[src/rtl/pdm_tx_pkg.sv]
// Shared constants for the PDM transmit modulator: register map, STATUS layout,
// sigma-delta feedback levels and the OSR floor.
package pdm_tx_pkg;

    localparam logic [3:0] REG_CTRL   = 4'd0;
    localparam logic [3:0] REG_OSR    = 4'd1;
    localparam logic [3:0] REG_DATA   = 4'd2;
    localparam logic [3:0] REG_STATUS = 4'd3;

    localparam int ST_EMPTY    = 4;
    localparam int ST_FULL     = 5;
    localparam int ST_UNDERRUN = 6;
    localparam int ST_OVERFLOW = 7;

    localparam logic signed [16:0] FB_POS = 17'sd32767;
    localparam logic signed [16:0] FB_NEG = -17'sd32768;

    localparam logic [7:0] OSR_MIN = 8'd4;

    function automatic logic [7:0] clamp_osr(input logic [7:0] v);
        return (v < OSR_MIN) ? OSR_MIN : v;
    endfunction

endpackage

[src/rtl/pdm_tx_fifo.sv]
// Sample FIFO between the register port and the modulator; push and pop may
// coincide, including a push into a full FIFO that is being popped.
module pdm_tx_fifo #(
    parameter int DEPTH = 8,
    parameter int W     = 16
) (
    input  logic                       clk,
    input  logic                       rst_n,
    input  logic                       clr,
    input  logic                       push,
    input  logic                       pop,
    input  logic [W-1:0]               din,
    output logic [W-1:0]               dout,
    output logic [$clog2(DEPTH):0]     level,
    output logic                       full,
    output logic                       empty
);
    localparam int AW = $clog2(DEPTH);

    logic [W-1:0]  mem [DEPTH];
    logic [AW-1:0] wp, rp;
    logic          do_push, do_pop;

    assign full    = (level == (AW+1)'(DEPTH));
    assign empty   = (level == '0);
    assign do_pop  = pop && !empty;
    assign do_push = push && (!full || do_pop);
    assign dout    = mem[rp];

    always_ff @(posedge clk or negedge rst_n) begin
        if (!rst_n) begin
            wp    <= '0;
            rp    <= '0;
            level <= '0;
        end else if (clr) begin
            wp    <= '0;
            rp    <= '0;
            level <= '0;
        end else begin
            if (do_push) wp <= wp + AW'(1);
            if (do_pop)  rp <= rp + AW'(1);
            if (do_push && !do_pop)      level <= level + (AW+1)'(1);
            else if (do_pop && !do_push) level <= level - (AW+1)'(1);
        end
    end

    always_ff @(posedge clk) begin
        if (do_push && !clr) mem[wp] <= din;
    end

endmodule

[src/rtl/pdm_tx_modulator.sv]
// PCM-to-PDM transmitter: register slave, mclk tick detect, OSR sample fetch and a
// saturating second-order sigma-delta loop driving a 1-bit pad.
module pdm_tx_modulator
    import pdm_tx_pkg::*;
#(
    parameter int OSR_RST    = 64,
    parameter int FIFO_DEPTH = 8,
    parameter int INT1_W     = 20,
    parameter int INT2_W     = 24
) (
    input  logic        wb_clk_i,
    input  logic        wb_rst_ni,
    input  logic        wb_valid_i,
    input  logic [3:0]  wbs_adr_i,
    input  logic [15:0] wbs_dat_i,
    input  logic        wbs_strb_i,
    output logic        wbs_ack_o,
    output logic [15:0] wbs_dat_o,
    output logic        hi_z_o,
    input  logic        mclk_i,
    output logic        pdm_o,
    output logic        pdm_oeb_o,
    output logic        irq_o
);
    localparam int LW = $clog2(FIFO_DEPTH) + 1;
    localparam int S1 = INT1_W + 2;
    localparam int S2 = INT2_W + 2;
    localparam logic signed [S1-1:0] I1_MAX = {3'b000, {(INT1_W-1){1'b1}}};
    localparam logic signed [S1-1:0] I1_MIN = {3'b111, {(INT1_W-1){1'b0}}};
    localparam logic signed [S2-1:0] I2_MAX = {3'b000, {(INT2_W-1){1'b1}}};
    localparam logic signed [S2-1:0] I2_MIN = {3'b111, {(INT2_W-1){1'b0}}};

    logic               en, mclk_q, y, underrun, overflow;
    logic [7:0]         osr, cnt;
    logic signed [15:0] x, x_cur, head;
    logic signed [16:0] fb;
    logic signed [INT1_W-1:0] i1, i1_new;
    logic signed [INT2_W-1:0] i2, i2_new;
    logic signed [S1-1:0] s1;
    logic signed [S2-1:0] s2;
    logic [LW-1:0]      level;
    logic               full, empty, tick, wr, clr, push, fetch, pop;
    logic [15:0]        status, rdata;

    assign tick  = mclk_i & ~mclk_q;
    assign wr    = wb_valid_i & wbs_strb_i;
    assign clr   = wr && (wbs_adr_i == REG_CTRL) && wbs_dat_i[1];
    assign push  = wr && (wbs_adr_i == REG_DATA);
    assign fetch = en && tick && (cnt == 8'd0) && !clr;
    assign pop   = fetch && !empty;

    pdm_tx_fifo #(.DEPTH(FIFO_DEPTH), .W(16)) u_fifo (
        .clk(wb_clk_i), .rst_n(wb_rst_ni), .clr(clr), .push(push), .pop(pop),
        .din(wbs_dat_i), .dout(head), .level(level), .full(full), .empty(empty)
    );

    // Sums are formed two bits wider than the integrators so saturation can see overshoot.
    always_comb begin
        fb    = y ? FB_POS : FB_NEG;
        x_cur = x;
        if (fetch) x_cur = empty ? 16'sd0 : head;
        s1 = S1'(i1) + S1'(x_cur) - S1'(fb);
        if (s1 > I1_MAX)      i1_new = I1_MAX[INT1_W-1:0];
        else if (s1 < I1_MIN) i1_new = I1_MIN[INT1_W-1:0];
        else                  i1_new = s1[INT1_W-1:0];
        s2 = S2'(i2) + S2'(i1_new) - S2'(fb);
        if (s2 > I2_MAX)      i2_new = I2_MAX[INT2_W-1:0];
        else if (s2 < I2_MIN) i2_new = I2_MIN[INT2_W-1:0];
        else                  i2_new = s2[INT2_W-1:0];
    end

    always_ff @(posedge wb_clk_i or negedge wb_rst_ni) begin
        if (!wb_rst_ni) begin
            mclk_q <= 1'b0;
            i1     <= '0;
            i2     <= '0;
            y      <= 1'b0;
            cnt    <= '0;
            x      <= '0;
        end else begin
            mclk_q <= mclk_i;
            if (clr || !en) begin
                i1  <= '0;
                i2  <= '0;
                y   <= 1'b0;
                cnt <= '0;
                if (clr) x <= '0;
            end else if (tick) begin
                i1  <= i1_new;
                i2  <= i2_new;
                y   <= ~i2_new[INT2_W-1];
                x   <= x_cur;
                cnt <= (cnt == 8'd0) ? osr - 8'd1 : cnt - 8'd1;
            end
        end
    end

    always_comb begin
        status              = 16'(level);
        status[ST_EMPTY]    = empty;
        status[ST_FULL]     = full;
        status[ST_UNDERRUN] = underrun;
        status[ST_OVERFLOW] = overflow;
        case (wbs_adr_i)
            REG_CTRL:   rdata = {15'd0, en};
            REG_OSR:    rdata = {8'd0, osr};
            REG_STATUS: rdata = status;
            default:    rdata = '0;
        endcase
    end

    always_ff @(posedge wb_clk_i or negedge wb_rst_ni) begin
        if (!wb_rst_ni) begin
            en        <= 1'b0;
            osr       <= 8'(OSR_RST);
            underrun  <= 1'b0;
            overflow  <= 1'b0;
            wbs_ack_o <= 1'b0;
            wbs_dat_o <= '0;
        end else begin
            wbs_ack_o <= wb_valid_i;
            wbs_dat_o <= (wb_valid_i && !wbs_strb_i) ? rdata : '0;
            if (wr && wbs_adr_i == REG_CTRL) en  <= wbs_dat_i[0];
            if (wr && wbs_adr_i == REG_OSR)  osr <= clamp_osr(wbs_dat_i[7:0]);
            // A fresh event in the same cycle as a write-1-to-clear keeps the flag set.
            if (fetch && empty)
                underrun <= 1'b1;
            else if (wr && wbs_adr_i == REG_STATUS && wbs_dat_i[ST_UNDERRUN])
                underrun <= 1'b0;
            if (push && full && !pop)
                overflow <= 1'b1;
            else if (wr && wbs_adr_i == REG_STATUS && wbs_dat_i[ST_OVERFLOW])
                overflow <= 1'b0;
        end
    end

    assign hi_z_o    = ~wbs_ack_o;
    assign pdm_o     = y & en;
    assign pdm_oeb_o = ~en;
    assign irq_o     = underrun | overflow;

endmodule

[config.mk]
export PLATFORM = sky130hd
export DESIGN_NAME = pdm_tx_modulator
export DESIGN_NICKNAME = d
export VERILOG_FILES = /design/src/rtl/pdm_tx_pkg.sv /design/src/rtl/pdm_tx_fifo.sv /design/src/rtl/pdm_tx_modulator.sv
export SDC_FILE = /design/constraint.sdc
export NUM_CORES = 1
export LEC_CHECK = 0
export BUFFER_PORTS_ARGS = -buffer_cell sky130_fd_sc_hd__buf_2
export CAP_MARGIN = 20
export CORE_MARGIN = 2
export CORE_UTILIZATION = 57
export DETAILED_ROUTE_END_ITERATION = 8
export PLACE_DENSITY = 0.73
export SLEW_MARGIN = 20
export SYNTH_ARGS = -nofsm -noshare
export SYNTH_HDL_FRONTEND = slang
export SYNTH_SLANG_ARGS = --single-unit
[constraint.sdc]
create_clock -name wb_clk_i -period 9.6 [get_ports wb_clk_i]
set_clock_uncertainty 0.15 [all_clocks]
set_input_delay 1.92 -clock wb_clk_i [delete_from_list [all_inputs] [get_ports wb_clk_i]]
set_output_delay 1.92 -clock wb_clk_i [all_outputs]
set_load 0.02 [all_outputs]
# Yosys cells after proc, flatten, opt, wreduce, memory -nomap -nowiden
# Memory sizes are Yosys's and may differ from the RTL's.
# Index checks and enable logic that the tools add are counted.
dict set report totals {
  regBits 108
  mem_bits_rw 128
  elab_cells 119
  memories 1
}
# name words width read_ports rd_ports_with_merged_regs wr line_no
set memory_table {}
lappend memory_table {u_fifo.mem 8 16 1 0 1 pdm_tx_fifo.sv:20} ;# logic [W-1:0] mem [DEPTH];
dict set report classes {
  add_sub_neg 10
  magnitude_cmp 5
  eq_ne 5
  muxes 35
  n_bitwise 8
  n_reduce_logical 40
}
# operator n
set op_table {}
lappend op_table {{$mux 16} 6}
lappend op_table {{$mux 24} 4}
lappend op_table {{$mux 20} 4}
lappend op_table {{$mux 8} 4}
lappend op_table {{$gt 26x24->1 const B} 1}
lappend op_table {{$lt 26x24->1 const B} 1}
lappend op_table {{$sub 25x17->26} 1}
lappend op_table {{$add 24x20->25} 1}
lappend op_table {{$pmux 8 s3} 1}
lappend op_table {{$gt 22x20->1 const B} 1}
lappend op_table {{$lt 22x20->1 const B} 1}
lappend op_table {{$sub 21x17->22} 1}
lappend op_table {{$add 20x16->21} 1}
lappend op_table {{$logic_and 1x1->1} 20}
lappend op_table {{$mux 17} 1}
lappend op_table {{$sub 8x1->8 const B} 2}
lappend op_table {{$mux 3} 4}
lappend op_table {{$mux 4} 3}
lappend op_table {{$reduce_bool 2->1} 5}
lappend op_table {{$eq 4x2->1 const B} 2}
lappend op_table {{$logic_not 1->1} 8}
lappend op_table {{$logic_not 4->1} 2}
lappend op_table {{$logic_not 8->1} 1}
lappend op_table {{$lt 8x3->1 const B} 1}
lappend op_table {{13 further kinds} 27}

# Longest topological paths before layout
dict set report depth {
  depth_word 19
  ltp_mapped 36
  mapped_depth_nobuf 31
}

# Hierarchy
# A second synthesis with hierarchy kept.
dict set report unflattened {
  cells_unflattened 1156
  hier_area_um2 13382.8
}
# module n_inst cells_per_inst area_per_inst_um2
set by_module_without_submodules {}
lappend by_module_without_submodules {pdm_tx_modulator 1 885 7714.9}
lappend by_module_without_submodules {pdm_tx_fifo 1 271 5667.9}

# Least setup slack after synthesis
# No wires, ideal clock.
dict set report synth_timing {
  path_kind {in2reg}
  from {input port wbs_adr_i[3]}
  to {register i2[10]}
  setup_ns 0.126
  arrival_ns 9.413
  required_time_ns 9.324
  path_slack_ns -0.090
  cell_stages 34
  n_path_buf 5
  path_cell_list {nor4bb_1 nand3_1 and3_1 nand2_1 clkbuf_1 clkbuf_1 nand2_1 o31ai_1 fa_1 ha_1 and3_4 a21boi_1 a41oi_2 a21boi_1 a311o_1 o211a_1 o31ai_4 inv_2 buf_2 buf_6 o21ai_0 o21ai_1 fa_1 ha_1 and2_1 a221oi_1 a211oi_1 o211a_1 nor2_1 o31ai_1 xnor2_1 a21oi_1 clkbuf_1 a221o_1}
}
dict set report synth_via {
  elab_chain_len 18
  word_cells_on_any_way 22
}
# element line_no
set synth_rtl {}
lappend synth_rtl {{start, declared} pdm_tx_modulator.sv:14} ;# input logic [3:0] wbs_adr_i,
lappend synth_rtl {{$logic_not 4->1 *} pdm_tx_modulator.sv:47} ;# assign clr = wr && (wbs_adr_i == REG_CTRL) && wbs_dat_i[1];
lappend synth_rtl {{$logic_and 1x1->1 * (2 in a row)} pdm_tx_modulator.sv:47}
lappend synth_rtl {{$logic_not 1->1} pdm_tx_modulator.sv:49} ;# assign fetch = en && tick && (cnt == 8'd0) && !clr;
lappend synth_rtl {{$logic_and 1x1->1} pdm_tx_modulator.sv:49}
lappend synth_rtl {{$mux 16} pdm_tx_modulator.sv:61} ;# if (fetch) x_cur = empty ? 16'sd0 : head;
lappend synth_rtl {{$add 20x16->21} pdm_tx_modulator.sv:62} ;# s1 = S1'(i1) + S1'(x_cur) - S1'(fb);
lappend synth_rtl {{$sub 21x17->22} pdm_tx_modulator.sv:62}
lappend synth_rtl {{$lt 22x20->1} pdm_tx_modulator.sv:64} ;# else if (s1 < I1_MIN) i1_new = I1_MIN[INT1_W-1:0];
lappend synth_rtl {{$mux 20} pdm_tx_modulator.sv:64}
lappend synth_rtl {{$mux 20} pdm_tx_modulator.sv:63} ;# if (s1 > I1_MAX) i1_new = I1_MAX[INT1_W-1:0];
lappend synth_rtl {{$add 24x20->25} pdm_tx_modulator.sv:66} ;# s2 = S2'(i2) + S2'(i1_new) - S2'(fb);
lappend synth_rtl {{$sub 25x17->26} pdm_tx_modulator.sv:66}
lappend synth_rtl {{$lt 26x24->1} pdm_tx_modulator.sv:68} ;# else if (s2 < I2_MIN) i2_new = I2_MIN[INT2_W-1:0];
lappend synth_rtl {{$mux 24} pdm_tx_modulator.sv:68}
lappend synth_rtl {{$mux 24} pdm_tx_modulator.sv:67} ;# if (s2 > I2_MAX) i2_new = I2_MAX[INT2_W-1:0];
lappend synth_rtl {{$mux 24} pdm_tx_modulator.sv:88} ;# end else if (tick) begin
lappend synth_rtl {{$mux 24} pdm_tx_modulator.sv:82} ;# if (clr || !en) begin
lappend synth_rtl {{end signal, assigned} pdm_tx_modulator.sv:90} ;# i2 <= i2_new;
lappend synth_rtl {{end, declared} pdm_tx_modulator.sv:38} ;# logic signed [INT2_W-1:0] i2, i2_new;
# Every way passes the cells marked *; elsewhere a longest branch is shown, timed or not. The select of a mux whose other input is x is not followed.
# A chain may end at the register's enable or synchronous reset.

# Worst setup path after layout
dict set report layout_timing {
  from {input port wb_valid_i}
  to {register i2[4]}
}
dict set report layout_via {
  elab_chain_len 18
  word_cells_on_any_way 22
}
# element line_no
set layout_rtl {}
lappend layout_rtl {{start, declared} pdm_tx_modulator.sv:13} ;# input logic wb_valid_i,
lappend layout_rtl {{$and 1x1->1 *} pdm_tx_modulator.sv:46} ;# assign wr = wb_valid_i & wbs_strb_i;
lappend layout_rtl {{$logic_and 1x1->1 * (2 in a row)} pdm_tx_modulator.sv:47}
lappend layout_rtl {{$logic_not 1->1} pdm_tx_modulator.sv:49}
lappend layout_rtl {{$logic_and 1x1->1} pdm_tx_modulator.sv:49}
lappend layout_rtl {{$mux 16} pdm_tx_modulator.sv:61}
lappend layout_rtl {{$add 20x16->21} pdm_tx_modulator.sv:62}
lappend layout_rtl {{$sub 21x17->22} pdm_tx_modulator.sv:62}
lappend layout_rtl {{$lt 22x20->1} pdm_tx_modulator.sv:64}
lappend layout_rtl {{$mux 20} pdm_tx_modulator.sv:64}
lappend layout_rtl {{$mux 20} pdm_tx_modulator.sv:63}
lappend layout_rtl {{$add 24x20->25} pdm_tx_modulator.sv:66}
lappend layout_rtl {{$sub 25x17->26} pdm_tx_modulator.sv:66}
lappend layout_rtl {{$lt 26x24->1} pdm_tx_modulator.sv:68}
lappend layout_rtl {{$mux 24} pdm_tx_modulator.sv:68}
lappend layout_rtl {{$mux 24} pdm_tx_modulator.sv:67}
lappend layout_rtl {{$mux 24} pdm_tx_modulator.sv:88}
lappend layout_rtl {{$mux 24} pdm_tx_modulator.sv:82}
# Marks and branches as above.

==> impl_metrics.csv <==
group,metric,value,unit
run_status,outcome,"complete, no violations",
worst_setup_path,cp_max_fo,30,
timing,fin_crit_sh,95.83,%
worst_setup_path,max_stage_delay,0.51,ns
floorplan,core-area,0.02278,sq mm
logic_synthesis,synth_area_leaders,"edfxtp_1 (29%), dfrtp_1 (19%), fa_1 (6.8%)",
logic_synthesis,synth_area,0.01333,sq mm
detailed_routing,viasPerCell,6.022,
floorplan,die_area,0.02462,sq mm
worst_setup_path,worst-path-buf-inv,4,
timing,max_freq,0.1087,GHz
worst_setup_path,endpoint_kind,"flip-flop",
detailed_routing,drtIter0Drc,662,
placement,pre_cts_slack,-0.1352,ns
clocking,clk_pin_slew,0.06,ns
timing,finalSetupTns,0,ns
floorplan,start_util,58.51,%
logic_synthesis,synth_cells,1160,
global_route,grt_max_degree,54,
run,max_cap_viol_count,0,
clocking,insertion_delay,0.55,ns
timing,finalHoldViolCount,0,
global_route,grt_antenna_before_repair,0,
floorplan,dieHeight,156.9,microns
logic_synthesis,synthSimpleGateAreaFrac,10.07,%
clocking,cts_sinks,228,
global_route,gr-total-overflow,0,
worst_setup_path,cp.arrival,9.53,ns
floorplan,rows,55,
detailed_routing,routed_wl,30.22,mm
worst_setup_path,required,9.93,ns
worst_setup_path,setup.worst_path.start_class,"primary input",
worst_setup_path,r2r-start,"cnt[3]",
logic_synthesis,syn_area_per_cell,11.49,sq um
finish,syn2layout_area_growth,12.26,%
logic_synthesis,synth_top_cell_by_area,"edfxtp_1",
min_path,hp-class,"flip-flop to flip-flop",
logic_synthesis,ys_ff_latch,228,
placement,dpl.hpwl,21.08,mm
global_route,grt_pass1_vias,9329,
logic_synthesis,synthMuxAreaShare,7.482,%
logic_synthesis,yosysTopAreaCellShare,28.84,%
logic_synthesis,ys_types,75,
logic_synthesis,synth_xor_area_share,2.694,%
clocking,cts_buffers,25,
timing,final_period_minus_worst_setup_slack,9.199,ns
timing,slew_headroom,25.10,%
floorplan,die_w,156.9,microns
finish,final_area,0.01496,sq mm
logic_synthesis,synth_edf_count,128,
clocking,cts_setup_buffers,0,
clocking,cts_tree,"yes",
detailed_routing,drcViolationCount,0,
placement,place_area,0.01405,sq mm
timing,rsz0062_at_grt,"no",
clocking,ctsHoldBuffers,0,
finish,drive_gt1_share,15.60,%
timing,fin_ws,0.4008,ns
logic_synthesis,ys_async_sr_fraction,43.86,%
detailed_routing,ant_nets,0,
clocking,clockBufferDepth,3,
min_path,min_from,"i1[19]",
finish,antenna_cells,0,
timing,slew_viol_final,0,
placement,gp_congestion,0.9071,
global_route,grt_first_pass_wirelength,49.50,mm
floorplan,io_pins,46,
finish,nets,1341,
logic_synthesis,yosysWarnings,0,
clocking,h-tree-depth,1,
global_route,grt_usage,25.60,%
finish,finish.utilization,65.69,%
logic_synthesis,synth_top_family_by_area,"compound AO/OA/AOI/OAI gates",
worst_setup_path,critPathTopFamily,"compound AO/OA/AOI/OAI gates",
logic_synthesis,synth_compound_area_share,16.02,%
worst_setup_path,crit_type,"primary input to flip-flop",
logic_synthesis,synthFlopType,"edfxtp_1",
worst_setup_path,crit_start,"wb_valid_i",
detailed_routing,vias,9334,
timing,setup_viol,0,
logic_synthesis,ys_seq_area_share,47.62,%
placement,portBuffers,37,
worst_setup_path,critPathSlowestCell,"fa_1",
detailed_routing,drtPass1Iterations,5,
clocking,cts_root_buf,"clkbuf_16",
logic_synthesis,synth_fa_ha_area_share,11.73,%
detailed_routing,wl_per_cell,19.50,microns
timing,worst_pin_slew,1.123,ns
[kinds of logic after synthesis]
kind of cell	count (synthesis)
compound gates	307
xor+xnor	41
fa+ha+maj	98
buf+inv	135
flops	228
mux	59
other cells	1
simple gates	291
[sequential cells by signal, indices dropped and copies added, names as in the netlist]
name          cells
en                1
u_fifo.wp         3
mclk_q            1
wbs_ack_o         1
u_fifo.rp         3
u_fifo.level      4
y                 1
underrun          1
osr               8
x                16
u_fifo.mem      128
i2               24
cnt               8
wbs_dat_o         8
overflow          1
i1               20
[cells in the mapped netlist (8+ instances only)]
cell        n
edfxtp_1  128
nand2_1   118
dfrtp_1    99
o21ai_0    75
inv_1      70
a21oi_1    65
nor2_1     62
ha_1       53
fa_1       45
clkbuf_1   39
nand3_1    33
mux4_2     32
a21o_1     25
a221o_1    24
xnor2_1    23
mux2i_1    22
xor2_1     18
o31ai_1    17
and3_1     14
o211ai_1   14
nand2b_1   13
nor2b_1    12
nor3_1     11
o21ai_1    10
buf_4       9
a211oi_1    8
a22oi_1     8
a31oi_1     8
[layout by cell type (no fill, tap or decap), types with 6 or more instances in the layout]
cell type	n
edfxtp_1	128
nand2_1	118
dfrtp_1	98
o21ai_0	74
inv_1	69
a21oi_1	65
nor2_1	61
ha_1	53
buf_4	50
fa_1	45
buf_2	36
nand3_1	33
mux4_2	32
a21o_1	25
clkbuf_16	25
a221o_1	24
xnor2_1	23
mux2i_1	22
xor2_1	18
o31ai_1	16
and3_1	14
o211ai_1	14
nand2b_1	13
nor2b_1	12
o21ai_1	11
nor3_1	8
a211oi_1	8
a22oi_1	8
a31oi_1	8
conb_1	8
and2_1	6
o21a_1	6
[area by class of cell]
type / instances / area [sq um]
Timing Repair Buffer: 88 / 595.6
Clock inverter: 13 / 206.4
Fill cell: 1697 / 7816
Tap cell: 313 / 391.6
Clock buffer: 33 / 685.7
Multi-Input combinational cell: 804 / 6467
Sequential cell: 228 / 6349
Inverter: 71 / 266.5
[routing by layer]
metal | share of wire, % | track usage [%]
met1 | 43 | 35.49
met2 | 49 | 43.42
met3 | 5.7 | 3.524
met4 | 2.0 | 5.592
met5 | 0 | 0
[stage by stage]
stage | hold slack (ns) | cells
global route | 0.3735 | 1550
floorplan | 0.3056 | 1167
CTS | 0.3486 | 1550
finish | 0.3477 | 1550
global placement | 0.3277 | 1504
detailed placement | 0.3319 | 1504
[final timing paths]
kind | slack [ns] | depth (start not counted) | to
max in group asynchronous | 6.91 | 2 | u_fifo.wp[1]
setup reg to reg | 0.66 | 30 | i2[4]
hold reg to reg | 0.35 | 2 | i1[19]
setup / recovery | 0.40 | 31 | i2[4]
hold / removal | 0.35 | 2 | i1[19]
min in group asynchronous | 1.24 | 1 | i2[20]
[tightest hold or removal path, cell delays in order, from the launching register on]
cell and delay [ns]:
dfrtp_1 0.34, nand2_1 0.05, o21ai_1 0.07
[what timing repair did]
item / CTS / global route
endpoints found under the setup margin: 0 / 23
gates resized for setup: 0 / 5
endpoints found under the hold margin: 0 / 0
Power is not shown: default switching activity piles up to over one toggle a cycle in this logic, so the estimate is an artifact.
